<file path="src/rtl/router_fifo_pkt_if.sv">
// Handshake and status bundle between a router FIFO and its producer/consumer.
// Modport slave is the FIFO side; master is the driving (FSM/port) side.
interface router_fifo_pkt_if #(
    parameter int WIDTH = 8,
    parameter int DEPTH = 16
);
    localparam int CW = $clog2(DEPTH) + 1;

    logic             soft_reset;
    logic             write_enb;
    logic             read_enb;
    logic             lfd_state;
    logic [WIDTH-1:0] data_in;
    logic [WIDTH-1:0] data_out;
    logic             data_valid;
    logic             sop;
    logic             eop;
    logic             full;
    logic             empty;
    logic             almost_full;
    logic [CW-1:0]    count;
    logic [CW-1:0]    pkt_count;
    logic             overflow_err;

    modport slave (
        input  soft_reset, write_enb, read_enb, lfd_state, data_in,
        output data_out, data_valid, sop, eop, full, empty, almost_full,
               count, pkt_count, overflow_err
    );

    modport master (
        output soft_reset, write_enb, read_enb, lfd_state, data_in,
        input  data_out, data_valid, sop, eop, full, empty, almost_full,
               count, pkt_count, overflow_err
    );
endinterface

</file>
<file path="src/rtl/router_fifo_pkt.sv">
// Packet-aware router output FIFO: stores {lfd, data}, tracks packet boundaries
// from the header length field on both sides, registered SOP/EOP/valid read port.
module router_fifo_pkt #(
    parameter int WIDTH     = 8,
    parameter int DEPTH     = 16,
    parameter int AFULL_LVL = 14,
    localparam int CW       = $clog2(DEPTH) + 1
) (
    input  logic              clock,
    input  logic              resetn,
    router_fifo_pkt_if.slave  bus
);
    localparam int AW = $clog2(DEPTH);
    localparam int LW = WIDTH - 1;

    logic [WIDTH:0]   mem_q [DEPTH];
    logic [AW-1:0]    wr_ptr_q, wr_ptr_d;
    logic [AW-1:0]    rd_ptr_q, rd_ptr_d;
    logic [CW-1:0]    count_q, count_d;
    logic [CW-1:0]    pkt_count_q, pkt_count_d;
    logic [LW-1:0]    wcnt_q, wcnt_d;
    logic [LW-1:0]    rcnt_q, rcnt_d;
    logic [WIDTH-1:0] data_out_q, data_out_d;
    logic             data_valid_q, data_valid_d;
    logic             sop_q, sop_d;
    logic             eop_q, eop_d;
    logic             overflow_q, overflow_d;

    logic             is_full, is_empty;
    logic             wr_acc, rd_acc, mem_we;
    logic             pkt_inc, pkt_dec;
    logic [WIDTH:0]   rd_word;

    always_comb begin
        is_full  = (count_q == CW'(DEPTH));
        is_empty = (count_q == '0);
        wr_acc   = bus.write_enb & ~is_full;
        rd_acc   = bus.read_enb & ~is_empty;
        mem_we   = wr_acc & ~bus.soft_reset;
        rd_word  = mem_q[rd_ptr_q];

        wr_ptr_d     = wr_ptr_q;
        rd_ptr_d     = rd_ptr_q;
        count_d      = count_q;
        pkt_count_d  = pkt_count_q;
        wcnt_d       = wcnt_q;
        rcnt_d       = rcnt_q;
        data_out_d   = data_out_q;
        data_valid_d = 1'b0;
        sop_d        = 1'b0;
        eop_d        = 1'b0;
        overflow_d   = overflow_q;
        pkt_inc      = 1'b0;
        pkt_dec      = 1'b0;

        if (bus.write_enb && is_full) begin
            overflow_d = 1'b1;
        end

        if (wr_acc) begin
            wr_ptr_d = wr_ptr_q + AW'(1);
            if (bus.lfd_state) begin
                wcnt_d = {1'b0, bus.data_in[WIDTH-1:2]} + LW'(1);
            end else if (wcnt_q != '0) begin
                wcnt_d  = wcnt_q - LW'(1);
                pkt_inc = (wcnt_q == LW'(1));
            end
        end

        if (rd_acc) begin
            rd_ptr_d     = rd_ptr_q + AW'(1);
            data_out_d   = rd_word[WIDTH-1:0];
            data_valid_d = 1'b1;
            sop_d        = rd_word[WIDTH];
            if (rd_word[WIDTH]) begin
                rcnt_d = {1'b0, rd_word[WIDTH-1:2]} + LW'(1);
            end else if (rcnt_q != '0) begin
                rcnt_d  = rcnt_q - LW'(1);
                eop_d   = (rcnt_q == LW'(1));
                pkt_dec = eop_d;
            end
        end

        case ({wr_acc, rd_acc})
            2'b10:   count_d = count_q + CW'(1);
            2'b01:   count_d = count_q - CW'(1);
            default: count_d = count_q;
        endcase

        if (pkt_inc && !pkt_dec) begin
            pkt_count_d = pkt_count_q + CW'(1);
        end else if (pkt_dec && !pkt_inc) begin
            pkt_count_d = pkt_count_q - CW'(1);
        end

        // soft_reset overrides every update above, including the sticky overflow
        if (bus.soft_reset) begin
            wr_ptr_d     = '0;
            rd_ptr_d     = '0;
            count_d      = '0;
            pkt_count_d  = '0;
            wcnt_d       = '0;
            rcnt_d       = '0;
            data_out_d   = '0;
            data_valid_d = 1'b0;
            sop_d        = 1'b0;
            eop_d        = 1'b0;
            overflow_d   = 1'b0;
        end
    end

    always_ff @(posedge clock) begin
        if (mem_we) begin
            mem_q[wr_ptr_q] <= {bus.lfd_state, bus.data_in};
        end
    end

    always_ff @(posedge clock or negedge resetn) begin
        if (!resetn) begin
            wr_ptr_q     <= '0;
            rd_ptr_q     <= '0;
            count_q      <= '0;
            pkt_count_q  <= '0;
            wcnt_q       <= '0;
            rcnt_q       <= '0;
            data_out_q   <= '0;
            data_valid_q <= 1'b0;
            sop_q        <= 1'b0;
            eop_q        <= 1'b0;
            overflow_q   <= 1'b0;
        end else begin
            wr_ptr_q     <= wr_ptr_d;
            rd_ptr_q     <= rd_ptr_d;
            count_q      <= count_d;
            pkt_count_q  <= pkt_count_d;
            wcnt_q       <= wcnt_d;
            rcnt_q       <= rcnt_d;
            data_out_q   <= data_out_d;
            data_valid_q <= data_valid_d;
            sop_q        <= sop_d;
            eop_q        <= eop_d;
            overflow_q   <= overflow_d;
        end
    end

    assign bus.data_out     = data_out_q;
    assign bus.data_valid   = data_valid_q;
    assign bus.sop          = sop_q;
    assign bus.eop          = eop_q;
    assign bus.full         = is_full;
    assign bus.empty        = is_empty;
    assign bus.almost_full  = (count_q >= CW'(AFULL_LVL));
    assign bus.count        = count_q;
    assign bus.pkt_count    = pkt_count_q;
    assign bus.overflow_err = overflow_q;

endmodule
</file>
<file path="src/flat_wrapper.sv">
// flat-port wrapper written by rule: the top's interface ports become plain ports
module router_fifo_pkt_flat 
#(
    parameter int WIDTH     = 8,
    parameter int DEPTH     = 16,
    parameter int AFULL_LVL = 14,
    localparam int CW       = $clog2(DEPTH) + 1
)
  (clock, resetn, bus_soft_reset, bus_write_enb, bus_read_enb, bus_lfd_state, bus_data_in, bus_data_out, bus_data_valid, bus_sop, bus_eop, bus_full, bus_empty, bus_almost_full, bus_count, bus_pkt_count, bus_overflow_err);
  router_fifo_pkt_if #(.WIDTH(WIDTH), .DEPTH(DEPTH)) bus_i ();
  input  logic clock;
  input  logic resetn;
  input wire logic [$bits(bus_i.soft_reset)-1:0] bus_soft_reset;
  input wire logic [$bits(bus_i.write_enb)-1:0] bus_write_enb;
  input wire logic [$bits(bus_i.read_enb)-1:0] bus_read_enb;
  input wire logic [$bits(bus_i.lfd_state)-1:0] bus_lfd_state;
  input wire logic [$bits(bus_i.data_in)-1:0] bus_data_in;
  output wire logic [$bits(bus_i.data_out)-1:0] bus_data_out;
  output wire logic [$bits(bus_i.data_valid)-1:0] bus_data_valid;
  output wire logic [$bits(bus_i.sop)-1:0] bus_sop;
  output wire logic [$bits(bus_i.eop)-1:0] bus_eop;
  output wire logic [$bits(bus_i.full)-1:0] bus_full;
  output wire logic [$bits(bus_i.empty)-1:0] bus_empty;
  output wire logic [$bits(bus_i.almost_full)-1:0] bus_almost_full;
  output wire logic [$bits(bus_i.count)-1:0] bus_count;
  output wire logic [$bits(bus_i.pkt_count)-1:0] bus_pkt_count;
  output wire logic [$bits(bus_i.overflow_err)-1:0] bus_overflow_err;
  assign bus_i.soft_reset = bus_soft_reset;
  assign bus_i.write_enb = bus_write_enb;
  assign bus_i.read_enb = bus_read_enb;
  assign bus_i.lfd_state = bus_lfd_state;
  assign bus_i.data_in = bus_data_in;
  assign bus_data_out = bus_i.data_out;
  assign bus_data_valid = bus_i.data_valid;
  assign bus_sop = bus_i.sop;
  assign bus_eop = bus_i.eop;
  assign bus_full = bus_i.full;
  assign bus_empty = bus_i.empty;
  assign bus_almost_full = bus_i.almost_full;
  assign bus_count = bus_i.count;
  assign bus_pkt_count = bus_i.pkt_count;
  assign bus_overflow_err = bus_i.overflow_err;
  router_fifo_pkt #(.WIDTH(WIDTH), .DEPTH(DEPTH), .AFULL_LVL(AFULL_LVL)) u_core (.clock(clock), .resetn(resetn), .bus(bus_i));
endmodule
</file>
<file path="config.mk">
export PLATFORM = sky130hd
export DESIGN_NAME = router_fifo_pkt_flat
export DESIGN_NICKNAME = d
export VERILOG_FILES = /design/src/rtl/router_fifo_pkt_if.sv /design/src/rtl/router_fifo_pkt.sv /design/src/flat_wrapper.sv
export SDC_FILE = /design/constraint.sdc
export NUM_CORES = 1
export LEC_CHECK = 0
export CAP_MARGIN = 40
export CORE_UTILIZATION = 40
export CTS_CLUSTER_SIZE = 14
export DETAILED_ROUTE_END_ITERATION = 16
export PLACE_DENSITY = 0.66
export SLEW_MARGIN = 20
export SYNTH_ARGS = -nofsm -noshare
export SYNTH_HDL_FRONTEND = slang
export SYNTH_SLANG_ARGS = --single-unit
</file>
<file path="constraint.sdc">
create_clock -name clock -period 3.45 [get_ports clock]
set_input_delay 1.035 -clock clock [delete_from_list [all_inputs] [get_ports clock]]
set_output_delay 1.035 -clock clock [all_outputs]
set_load 0.1 [all_outputs]
</file>
==> summary.txt <==
Bufs on Longest Clock Path: 2
Final Cycle Share: 92.05%
Register area: 5431 µm²
RD Place Congestion: 0.8437
Buf/Inv on CP: 2
Die W: 145.9 µm
Commonest cells in the netlist: 144 x edfxtp_1, 53 x nor2_1, 44 x dfrtp_1
Final worst path period need: 3176 ps
Reg clk slew, reported paths: 70 ps
Area leader, netlist: edfxtp_1
Sequential element share of the synthesized area: 65.46%
Yosys warnings: 0
FP Rows: 52
Wirelength per Cell: 19.14 µm
Top-count cell post-synth: edfxtp_1
Total GRT Usage: 17.78%
Ant. Diodes: 0
Filler cells: 1738
Final hold vios: 0
Global-route wire length before repair: 28700 µm
Largest net degree at the start of global routing: 45
Initial antenna violation count: 0
Drt via density: 5.506
Final core occ: 48.18%
CP Cell Sequence: clkdlybuf4s50_1, nor4_1, buf_4, nand2_1, nor3_1, o31ai_2, fa_1, a21o_1, a21o_1, and3_1, o31ai_1
Root Buffer: clkbuf_16
Share of layout cells above drive strength 1: 22.10%
Maximum vdd ir drop: 0.3939 mV
DRC violations left: 0
ANT nets after route: 0
# setup viols final: 0
CTS tree: yes
TritonCTS buffer count: 17
Ys async rst share: 23.40%
Flop pwr share: 37.1%
Sw Pwr: 0.002910 W
RSZ-0062 raised after global routing: false
First-pass DRT Iterations: 4
PortBufs: 38
Status: complete, no violations
Sink Count: 188
Slew Viols, Final: 0
Max_cap viols: 0
Power Density: 770.4 nW/µm²
Global route overflow: 0
Via count: 5099
Synth unique cells: 51
Relative slew slack: 59.82%
Post-CTS Setup Bufs: 0
Die Ht: 145.9 µm
Most used cell, CP: a21o_1
Slew @ Worst Pin: 602.7 ps
Nets@finish: 679
Top delay family on crit path: compound AO/OA/AOI/OAI gates
Drt total wl: 17720 µm
Synthesis-to-layout area growth: 18.01%
F_max: 314.9 MHz
Combinational share of power: 37.4%
DR iter-0 viols: 300
Post-synth EDFFs: 144
Die area: 21300 µm²
CP max FO: 3
Multi-input gate area: 2698 µm²
Final Skew: 10.80 ps
Required @ worst endpoint: 3790 ps
Crit-path max cell delay: 450 ps
Lkg Pwr: 3.573 nW
Synthesized Nets: 601
Hold_ws: 507.4 ps
Initial Util: 40.83%
Top post-synthesis cells by area: edfxtp_1 52%, dfrtp_1 13%, mux4_2 7.9%
Main synth FF type: edfxtp_1
Slowest-stage cell, CP: clkdlybuf4s50_1
Dpl hpwl: 12160 µm
Core area: 20300 µm²
Startpoint Class: primary input
Post-CTS Resized: 0
Netlist Area Pre-Place: 8288 µm²
Worst skew pair latency: 440 ps
Worst Setup End Kind: register
Synthesized area per cell: 14.67 µm²
Fraction of synthesized cell area taken by the top area cell type: 52.17%
Hold crit path type: reg2reg
I/O Pins: 39
Internal: 0.004625 W
Switching share of total power: 38.61%
Clk pwr share: 25.5%
CTS Hold Bufs: 0
Synthesized instance count: 565
CP arrival: 3520 ps
Vias in the first global route: 5096
Setup CP Type: in2reg
#FFs+latches synth: 188
H-tree depth: 4
==> power groups by stage <==
stage	logic [W]	registers, W	clock network, W
6_report	0.00282	0.00279	0.00193
5_1_grt	0.00302	0.00282	0.00205
4_1_cts	0.00280	0.00279	0.00196
3_5_place_dp	0.00279	0.00284	0
3_3_place_gp	0.00273	0.00283	0
2_1_floorplan	0.00160	0.00335	0
==> area by class of cell <==
type	count	share of cell area (%)
multi-input cells	336	27.58
flip-flops and latches	188	55.53
repair buffers	83	6.857
well taps	270	3.454
clock inverters	14	1.535
clock buffers	18	4.388
inverters	17	0.6524
==> registers in the layout, summed over array words and instances (netlist names) <==
| signal | cells |
|---|---|
| u_core.bus.count | 5 |
| u_core.bus.overflow_err | 1 |
| u_core.wr_ptr_q | 4 |
| u_core.rd_ptr_q | 4 |
| u_core.mem_q | 144 |
| u_core.bus.pkt_count | 5 |
| u_core.bus.eop | 1 |
| u_core.rcnt_q | 7 |
| u_core.bus.data_out | 8 |
| u_core.bus.sop | 1 |
| u_core.bus.data_valid | 1 |
| u_core.wcnt_q | 7 |
==> layout by cell type (no fill, tap or decap), types with 3 or more instances in the layout <==
master	count
o221ai_1	3
nor4_1	4
nand2b_1	6
or4_1	3
a211oi_1	9
o22a_1	3
o21ai_0	10
nor3_1	16
inv_6	5
mux4_2	29
inv_1	15
xor2_1	8
buf_4	69
dfrtp_2	5
xnor2_1	13
a221oi_1	7
nand2_1	39
ha_1	20
o21ai_1	7
o22ai_1	3
clkbuf_16	17
a22oi_1	12
mux2i_1	23
nand3_1	14
dfrtp_1	39
nor2_1	51
edfxtp_1	144
inv_8	3
and2_1	3
a21o_1	7
a21oi_1	18
clkdlybuf4s50_1	12
==> worst register-to-register path, cell delays in order (launching register included) <==
cell	delay [ps]
dfrtp_2	460
mux4_1	600
mux4_2	530
o31ai_2	360
ha_1	310
a21o_1	170
a21o_1	190
and3_1	200
o31ai_1	250
==> routing by layer <==
layer / vias to the layer above / global-route usage, % / share of wire [%]
met3: 25 / 3.260 / 3.5
li1: 2322 / - / -
met4: 0 / 6.684 / 1.8
met2: 120 / 28.56 / 49
met5: - / 0 / 0
met1: 2632 / 24.10 / 45
==> logic make-up after synthesis <==
family	share of synthesized area [%]
mux	10.98
buf+inv	2.159
fa+ha+maj	3.502
simple gates	8.500
xor+xnor	2.416
compound gates	6.990
flops	65.46
==> per-stage QoR <==
step / instances / setup TNS [ps] / cell area [µm²] / setup WS, ps / power [W]
after floorplan: 565 / 0 / 8303 / 92.29 / 0.004951
after global placement: 893 / -148.2 / 9174 / -148.2 / 0.005563
after detailed placement: 893 / -158.8 / 9174 / -158.8 / 0.005631
after CTS: 925 / 0 / 9753 / 281.5 / 0.007549
after global routing: 926 / 0 / 9781 / 59.77 / 0.007894
final: 926 / 0 / 9781 / 274.1 / 0.007535
==> worst paths after layout <==
check | start | to | slack [ps] | cells past startpoint
max in group asynchronous | resetn | u_core.bus.data_out[5] | 2150 | 2
worst min-delay path | u_core.bus.overflow_err | u_core.bus.overflow_err | 510 | 2
min in group asynchronous | resetn | u_core.bus.pkt_count[0] | 600 | 1
worst min register to register | u_core.bus.overflow_err | u_core.bus.overflow_err | 510 | 2
worst max register to register | u_core.rd_ptr_q[0] | u_core.bus.pkt_count[4] | 310 | 8
worst max-delay path | bus_lfd_state | u_core.bus.pkt_count[4] | 270 | 11
No activity file was read; power rests on OpenSTA's default activity.
